`config.mk`:
```
export PLATFORM = sky130hd
export DESIGN_NAME = hotp_generator
export DESIGN_NICKNAME = d
export VERILOG_FILES = /design/src/rtl/hotp_generator.sv
export SDC_FILE = /design/constraint.sdc
export NUM_CORES = 2
export LEC_CHECK = 0
export ABC_AREA = 0
export CAP_MARGIN = 20
export CORE_MARGIN = 2
export CORE_UTILIZATION = 33
export CTS_BUF_LIST = sky130_fd_sc_hd__clkbuf_8 sky130_fd_sc_hd__clkbuf_16
export CTS_CLUSTER_DIAMETER = 150
export DETAILED_ROUTE_END_ITERATION = 12
export HOLD_SLACK_MARGIN = 0.02
export RECOVER_POWER = 100
export SLEW_MARGIN = 20
export SYNTH_ARGS = -nofsm -noshare
export SYNTH_HDL_FRONTEND = slang
export SYNTH_SLANG_ARGS = --single-unit
```
`constraint.sdc`:
```
create_clock -name clk -period 8.33 [get_ports clk]
set_input_delay 1.666 -clock clk [delete_from_list [all_inputs] [get_ports clk]]
set_output_delay 1.666 -clock clk [all_outputs]
set_load 0.05 [all_outputs]
```
`src/rtl/hotp_generator.sv`:
```
// HOTP (RFC 4226) engine: HMAC-SHA1 over a registered key/counter, dynamic truncation, double-dabble to BCD.
// Optional build macro COUNTER_AUTOINC_EN: internal auto-incrementing counter, loaded through the `load` port.
module hotp_generator #(
  parameter int DIGITS = 6
) (
  input  logic                clk,
  input  logic                reset,
  input  logic                start,
  input  logic [511:0]        key,
  input  logic [63:0]         counter,
`ifdef COUNTER_AUTOINC_EN
  input  logic                load,
`endif
  output logic                busy,
  output logic                done,
  output logic [4*DIGITS-1:0] code_bcd
);

  typedef enum logic [2:0] {IDLE, HASH, TRUNC, CONV, DONE} state_t;

  localparam logic [159:0] SHA1_IV = 160'h67452301_EFCDAB89_98BADCFE_10325476_C3D2E1F0;
  localparam logic [511:0] IPAD    = {64{8'h36}};
  localparam logic [511:0] OPAD    = {64{8'h5c}};

  state_t         state, state_nxt;
  logic [511:0]   key_reg;
  logic [63:0]    ctr_reg;
  logic [159:0]   h_reg;      // chaining value of the block in flight
  logic [159:0]   v_reg;      // working variables a..e
  logic [511:0]   w_reg;      // 16-word message schedule window, W[t] on top
  logic [159:0]   inner_reg;
  logic [1:0]     blk;
  logic [6:0]     rnd;
  logic [30:0]    num_reg;
  logic [39:0]    bcd_reg;
  logic [4:0]     cnt;
  logic [159:0]   h_sum;
  logic [31:0]    w_new;
  logic [39:0]    bcd_nxt;
  logic [7:0]     trunc_base;

  function automatic logic [159:0] sha1_round(input logic [159:0] v, input logic [31:0] w,
                                              input logic [6:0] t);
    logic [31:0] a, b, c, d, e, f, k, tmp;
    {a, b, c, d, e} = v;
    if (t < 7'd20) begin
      f = (b & c) | (~b & d);
      k = 32'h5A827999;
    end else if (t < 7'd40) begin
      f = b ^ c ^ d;
      k = 32'h6ED9EBA1;
    end else if (t < 7'd60) begin
      f = (b & c) | (b & d) | (c & d);
      k = 32'h8F1BBCDC;
    end else begin
      f = b ^ c ^ d;
      k = 32'hCA62C1D6;
    end
    tmp = {a[26:0], a[31:27]} + f + e + k + w;
    return {tmp, a, {b[1:0], b[31:2]}, c, d};
  endfunction

  // One double-dabble step over ten BCD digits: correct, then shift in the next binary bit.
  function automatic logic [39:0] dabble(input logic [39:0] b, input logic in);
    logic [39:0] a;
    for (int i = 0; i < 10; i++) begin
      a[4*i +: 4] = (b[4*i +: 4] >= 4'd5) ? b[4*i +: 4] + 4'd3 : b[4*i +: 4];
    end
    return {a[38:0], in};
  endfunction

  always_comb begin
    for (int i = 0; i < 5; i++) begin
      h_sum[32*i +: 32] = h_reg[32*i +: 32] + v_reg[32*i +: 32];
    end
    w_new      = w_reg[95:64] ^ w_reg[255:224] ^ w_reg[447:416] ^ w_reg[511:480];
    w_new      = {w_new[30:0], w_new[31]};
    bcd_nxt    = dabble(bcd_reg, num_reg[30]);
    trunc_base = {5'd16 - {1'b0, h_reg[3:0]}, 3'b000};
  end

  always_comb begin
    state_nxt = state;
    busy      = 1'b0;
    done      = 1'b0;
    case (state)
      IDLE:    if (start) state_nxt = HASH;
      HASH: begin
        busy = 1'b1;
        if (rnd == 7'd80 && blk == 2'd3) state_nxt = TRUNC;
      end
      TRUNC: begin
        busy      = 1'b1;
        state_nxt = CONV;
      end
      CONV: begin
        busy = 1'b1;
        if (cnt == 5'd30) state_nxt = DONE;
      end
      DONE: begin
        done      = 1'b1;
        state_nxt = IDLE;
      end
      default: state_nxt = IDLE;
    endcase
  end

  always_ff @(posedge clk or negedge reset) begin
    if (!reset) begin
      state     <= IDLE;
      key_reg   <= '0;
      ctr_reg   <= '0;
      h_reg     <= '0;
      v_reg     <= '0;
      w_reg     <= '0;
      inner_reg <= '0;
      blk       <= '0;
      rnd       <= '0;
      num_reg   <= '0;
      bcd_reg   <= '0;
      cnt       <= '0;
      code_bcd  <= '0;
    end else begin
      state <= state_nxt;
      case (state)
        IDLE: begin
`ifdef COUNTER_AUTOINC_EN
          if (load) ctr_reg <= counter;
`endif
          if (start) begin
            key_reg <= key;
`ifndef COUNTER_AUTOINC_EN
            ctr_reg <= counter;
`endif
            blk     <= 2'd0;
            rnd     <= 7'd0;
            h_reg   <= SHA1_IV;
            v_reg   <= SHA1_IV;
            w_reg   <= key ^ IPAD;
          end
        end
        // Four compressions: K^ipad, counter block, K^opad, inner digest block
        HASH: begin
          if (rnd != 7'd80) begin
            v_reg <= sha1_round(v_reg, w_reg[511:480], rnd);
            w_reg <= {w_reg[479:0], w_new};
            rnd   <= rnd + 7'd1;
          end else begin
            rnd <= 7'd0;
            blk <= blk + 2'd1;
            case (blk)
              2'd0: begin
                h_reg <= h_sum;
                v_reg <= h_sum;
                w_reg <= {ctr_reg, 1'b1, 383'd0, 64'd576};
              end
              2'd1: begin
                inner_reg <= h_sum;
                h_reg     <= SHA1_IV;
                v_reg     <= SHA1_IV;
                w_reg     <= key_reg ^ OPAD;
              end
              2'd2: begin
                h_reg <= h_sum;
                v_reg <= h_sum;
                w_reg <= {inner_reg, 1'b1, 287'd0, 64'd672};
              end
              default: h_reg <= h_sum;
            endcase
          end
        end
        TRUNC: begin
          num_reg <= h_reg[trunc_base +: 31];
          bcd_reg <= '0;
          cnt     <= 5'd0;
        end
        CONV: begin
          bcd_reg <= bcd_nxt;
          num_reg <= {num_reg[29:0], 1'b0};
          cnt     <= cnt + 5'd1;
          if (cnt == 5'd30) code_bcd <= bcd_nxt[4*DIGITS-1:0];
        end
        DONE: begin
`ifdef COUNTER_AUTOINC_EN
          ctr_reg <= ctr_reg + 64'd1;
`endif
        end
        default: ;
      endcase
    end
  end

endmodule

```
* Word-level counts from Yosys, hierarchy flattened
Cells that the tools add are included.
** Storage, ports and cells
- Word-level logic and storage cells :: 143
- Register bits :: 1680
- Output and inout port bits :: 26
** Cells by class
- Reductions and logical operators :: 15
- Bitwise logic cells :: 16
- Multiplexer cells :: 46
- Shifts and indexed selects :: 1
- Magnitude comparators :: 13
- Add/sub/neg operators :: 23
- Equal/unequal tests :: 16
** Operators with widths (number)
- case mux 512 bit (3 select lines) :: 1
- two-way mux 512 bit :: 2
- case mux 512 bit (2 select lines) :: 1
- case mux 160 bit (2 select lines) :: 3
- two-way mux 160 bit :: 4
- NOT 256 bit :: 2
- adder 32 bit :: 9
- two-way mux 32 bit :: 9
- indexed part select 160 x 9 -> 31 bit :: 1
- bitwise XOR 32 bit :: 5
- AND 32 bit :: 4
- bitwise OR 32 bit :: 3
- case mux 40 bit (2 select lines) :: 1
- case mux 31 bit (2 select lines) :: 1
- >= comparator 4 x 3 -> 1 bit (second input constant) :: 10
- adder 4 x 2 -> 4 bit (second input constant) :: 9
- two-way mux 4 bit :: 9
- NOT 32 bit :: 1
- two-way mux 31 bit :: 1
- AND reduction 3 bit :: 5
- less-than comparator 7 x 6 -> 1 bit (second input constant) :: 2
- two-way mux 7 bit :: 2
- case mux 7 bit (2 select lines) :: 1
- two-way mux 3 bit :: 4
- 30 further kinds :: 40

* Logic depth before layout (Yosys ltp)
- Depth in word-level cells :: 14
- Gate-level depth with buffers :: 24

* Least setup slack after synthesis
No wires, ideal clock.
- Kind :: register to register
- Start point :: register rnd[4]
- End point :: register v_reg[159]
- Buffers on the path :: 3
- Data required time :: 8.204 ns
- Cell stages (with the launch flop) :: 25
- Setup time :: 0.126 ns
- Slack :: 2.560 ns
- Arrival :: 5.644 ns
- Period minus slack after synthesis :: 5.770 ns
- Cells stage by stage :: dfrtp_1 -> and3_1 -> buf_2 -> or3_1 -> buf_2 -> inv_2 -> nor2_4 -> clkbuf_1 -> a221oi_1 -> fa_1 -> fa_1 -> inv_1 -> ha_1 -> inv_1 -> fa_1 -> nor2b_1 -> o21a_1 -> a311oi_1 -> a21oi_2 -> a41oi_2 -> o41ai_2 -> a31oi_1 -> o21a_1 -> nand2b_1 -> a221o_1
** Between the ends
- Cells in the longest elaborated chain, start to end :: 12
- Elaborated cells between the ends (all ways) :: 22
- Classes of those cells :: add/sub: 4; order compare: 3; eq/ne: 2; mux: 12; reduce/logical: 1
** RTL lines
- start, declared :: RTL line 33 : logic [6:0] rnd;
- start signal, assigned :: RTL line 147 : rnd <= rnd + 7'd1;
- less-than comparator 7 x 6 -> 1 bit :: RTL line 52 : end else if (t < 7'd60) begin
- two-way mux 32 bit :: RTL line 52
- two-way mux 32 bit :: RTL line 49 : end else if (t < 7'd40) begin
- two-way mux 32 bit :: RTL line 46 : if (t < 7'd20) begin
- two-way mux 32 bit :: RTL line 144 : if (rnd != 7'd80) begin
- two-way mux 32 bit :: RTL line 125 : case (state)
- adder 32 bit (4 in a row) :: RTL line 59 : tmp = {a[26:0], a[31:27]} + f + e + k + w;
- two-way mux 160 bit :: RTL line 144
- case mux 160 bit (2 select lines) :: RTL line 125
- end signal, assigned :: RTL line 145 : v_reg <= sha1_round(v_reg, w_reg[511:480], rnd);
- end signal, assigned :: RTL line 154 : v_reg <= h_sum;
- end signal, assigned :: RTL line 165 : v_reg <= h_sum;
- end, declared :: RTL line 29 : logic [159:0] v_reg;
Several ways; a longest one is shown, not always the timed one. The select of a mux whose other input is x is not followed.
A chain may end at the register's enable or synchronous reset.

* Final worst setup path
- Start point :: input port start
- End point :: register w_reg[265]
** Between the ends
- Cells in the longest elaborated chain, start to end :: 2
** RTL lines
- start, declared :: RTL line 8 : input logic start,
- inequality test 2 bit (no line)
- AND reduction 3 bit (no line)
- end signal, assigned :: RTL line 139 : w_reg <= key ^ IPAD;
- end signal, assigned :: RTL line 146 : w_reg <= {w_reg[479:0], w_new};
- end signal, assigned :: RTL line 155 : w_reg <= {ctr_reg, 1'b1, 383'd0, 64'd576};
- end, declared :: RTL line 30 : logic [511:0] w_reg;
Every way passes these cells.

==> flow_summary_export.csv <==
group,metric,value,unit
critical_path,crit_path_start_kind,"primary input",
critical_path,critical_path_class,"in2reg",
floorplan,die_w,534,microns
global_routing,grt_max_degree,212,
global_routing,gr-usage-met1,0.382,
synthesis,yosysTopAreaCell,"dfrtp_1",
sta,hold_violations,0,
global_routing,busiest_layer,"met2",
critical_path,critical-path-slowest-cell,"o21ai_0",
cts,post_cts_buffers,0,
synthesis,synth-seq-cells,1664,
cts,clock_path_buffers,4,
drt,wl_per_cell,30.0,microns
power,p_leak,50.2,nW
global_routing,grt_overflow_total,0,
drt,antenna_left,0,
synthesis,yosysUniqueCellTypes,94,
floorplan,chipHeight,534,microns
synthesis,ys.flop_type,"dfrtp_1",
power,irDropWorstVdd,0.532,mV
placement,post_dp_cell_area,102000,sq um
critical_path,crit_chain,"dlygate4sd3_1 > nor4b_1 > clkbuf_1 > o21ai_0 > buf_4 > buf_4 > a211oi_1 > a21o_1",
sta,fin_crit_sh,0.914,
critical_path,arrival,8360,ps
synthesis,synth-xor-area-share,0.0248,
synthesis,ys_top_cells_by_count,"nand2_1 (2673), dfrtp_1 (1664), o21ai_0 (751)",
global_routing,antenna_found_initial,83,
critical_path,reg2reg_slack,850,ps
synthesis,synth_most_common_cell,"nand2_1",
drt,vias,84200,
cells_and_area,num-nets-final,11400,
run_status,violations,"max-capacitance violations, max-slew violations",
global_routing,grt.total_usage,0.294,
sta,drv_slew,2160,
cells_and_area,fin_area,109000,sq um
drt,viasPerCell,5.87,
cts,cts_hold_buf,0,
cts,cts_tree,"done",
synthesis,syn_inst,10300,
drt,firstDrtPassIters,6,
drt,drt_wl_total,431,mm
cts,clk-insertion-delay-late,940,ps
cts,root_buffer,"clkbuf_16",
global_routing,use_met3,0.0636,
sta,worst_pin_slew,4060,ps
sta,fmax,0.131,GHz
drt,route.detailed.drc,0,
run_status,outcome,"finished, violations left",
critical_path,r2r_cells,21,
synthesis,synth_nets,11200,
floorplan,die_area,286000,sq um
critical_path,slowest_delay,2980,ps
floorplan,core_area,280000,sq um
sta,rsz0062_at_grt,"no",
synthesis,synth_compound_area_frac,0.223,
synthesis,synthMuxAreaShare,0.0480,
global_routing,grt_pass1_wl,608,mm
synthesis,async_flop_share,1.00,
synthesis,syn_avg_cell_area,9.05,sq um
sta,slew_headroom,-1.70,
global_routing,met2_usage,0.449,
floorplan,io_pins,605,
cells_and_area,multiInputGateArea,46800,sq um
cells_and_area,drive_gt1_frac,0.0733,
sta,fin_setup_tns,0,ps
cells_and_area,regArea,41600,sq um
hold_path,hold_path_class,"reg2reg",
power,pwr_density_cell,323,nW/um^2
power,total_power,35.1,mW
synthesis,yosys-top-cells-area,"dfrtp_1 (45%), nand2_1 (11%), o21ai_0 (4.0%)",
cts,cts_made_buffers,200,
cts,cts_max_level,4,
placement,io_buffers,604,
synthesis,synthAdderAreaFrac,0.0555,
floorplan,rows,194,
synthesis,yosysSeqAreaShare,0.448,
synthesis,yosysWarnings,0,
global_routing,grt_pass1_vias,80300,
critical_path,critPathMaxFanout,103,
cts,clock-sinks,1664,
run,maxCapViolCount,36,
cells_and_area,final_cells,14400,
sta,setup_viol,0,
cts,cts-resized-gates,0,
synthesis,synth_top_family_by_area,"compound AO/OA/AOI/OAI gates",
synthesis,synth_top_area_frac,0.448,
cells_and_area,fillCellCount,27900,
sta,fin_crit,7610,ps
placement,place.gp.congestion,0.992,
critical_path,crit_path_end_kind,"register",
sta,skew,159,ps
synthesis,synth_edf_count,0,
critical_path,required,9080,ps
cells_and_area,fin_util,0.389,
synthesis,synth_simple_gate_area_frac,0.151,
critical_path,worst_path_most_repeated_cell,"buf_4",
hold_path,min_delay_path_depth,2,
placement,dp.cells,14000,
cts,path_clk_slew,60,ps
floorplan,start_util,0.332,
synthesis,netlist_area,92900,sq um
placement,hpwlAfterDp,313,mm
cells_and_area,syn_to_final_growth,17.0,%
drt,drt-initial-drc-count,9551,
report_power, final:
part | leakage, nW | total, mW | internal, mW | switching (mW)
Sequential | 21.1 | 10.2 | 8.79 | 1.40
Clock | 3.45 | 8.99 | 5.26 | 3.74
Combinational | 25.7 | 15.9 | 6.20 | 9.67
cell families (layout without fill, tap and decap cells):
| logic type | Yosys count | after routing |
|---|---|---|
| compound gates | 3068 | 3068 |
| xor+xnor | 260 | 260 |
| fa+ha+maj | 337 | 337 |
| buf+inv | 1124 | 1473 |
| flops | 1664 | 1664 |
| mux | 329 | 329 |
| other cells | 0 | 22 |
| simple gates | 3476 | 3476 |
per-layer routing:
metal / wire length, microns / vias up / part of all wire
met5: 736 / - / 0.0017
met4: 30200 / 106 / 0.070
met3: 36700 / 909 / 0.085
met2: 191000 / 4080 / 0.44
met1: 173000 / 42400 / 0.40
li1: - / 36700 / -
metrics by stage:
step / hold slack (ps) / worst slack, ps
after floorplan: 438 / 2560
after global placement: 449 / 1370
after detailed placement: 455 / 1540
after CTS: 469 / 1510
after global routing: 485 / 592
final: 467 / 720
layout by cell type, fill, tap and decap left out, types with 29 or more instances in the layout:
master           netlist  routed
a21o_1               316     316
clkinv_2               0      30
a31oi_1               55      55
o21a_1                29      29
o22ai_1               81      81
buf_4                 16     113
o22a_1                69      69
a211oi_1             384     385
a221o_1               52      52
a21oi_1              546     548
dfrtp_1             1664    1663
and3_1                97      97
nand2b_1              31      30
xnor2_1              185     178
o21ai_0              751     807
o311a_1              145     145
o311ai_0             103     103
a22oi_1               83      83
nand3_1              187     187
nand2_1             2673    2671
clkbuf_16              0     202
fa_1                 125     125
nor3_1                56      56
mux2i_1               82      82
clkbuf_8               0      48
a22o_1                92      92
o211ai_1              32      32
xor2_1                73      70
nor2_1               303     301
mux4_2                76      76
mux2_2               171     163
clkdlybuf4s50_1        0     577
ha_1                 212     209
a221oi_1              71      71
a222oi_1              37      37
inv_1                332     375
critical path: cells and delay by family:
family / cells / cell delay [ps]
AOI/OAI and AO/OA: 3 / 3340
and+or+nand+nor: 1 / 160
buffers and inverters: 4 / 3050
final timing paths:
path                                    from            to
min in group asynchronous              reset     h_reg[85]
worst min register to register  key_reg[293]  key_reg[293]
max in group asynchronous              reset    w_reg[140]
worst max register to register        rnd[4]    v_reg[156]
worst min-delay path            key_reg[293]  key_reg[293]
worst max-delay path                   start    w_reg[265]
final cells by class:
type,count,share of cell area
Timing Repair Buffer,782,0.0691
Clock buffer,250,0.0526
Clock inverter,104,0.00866
Sequential cell,1664,0.383
Multi-Input combinational cell,7470,0.431
Antenna cell,22,0.000507
Inverter,337,0.0117
Tap cell,3724,0.0429
(Power assumes the default switching activity.)
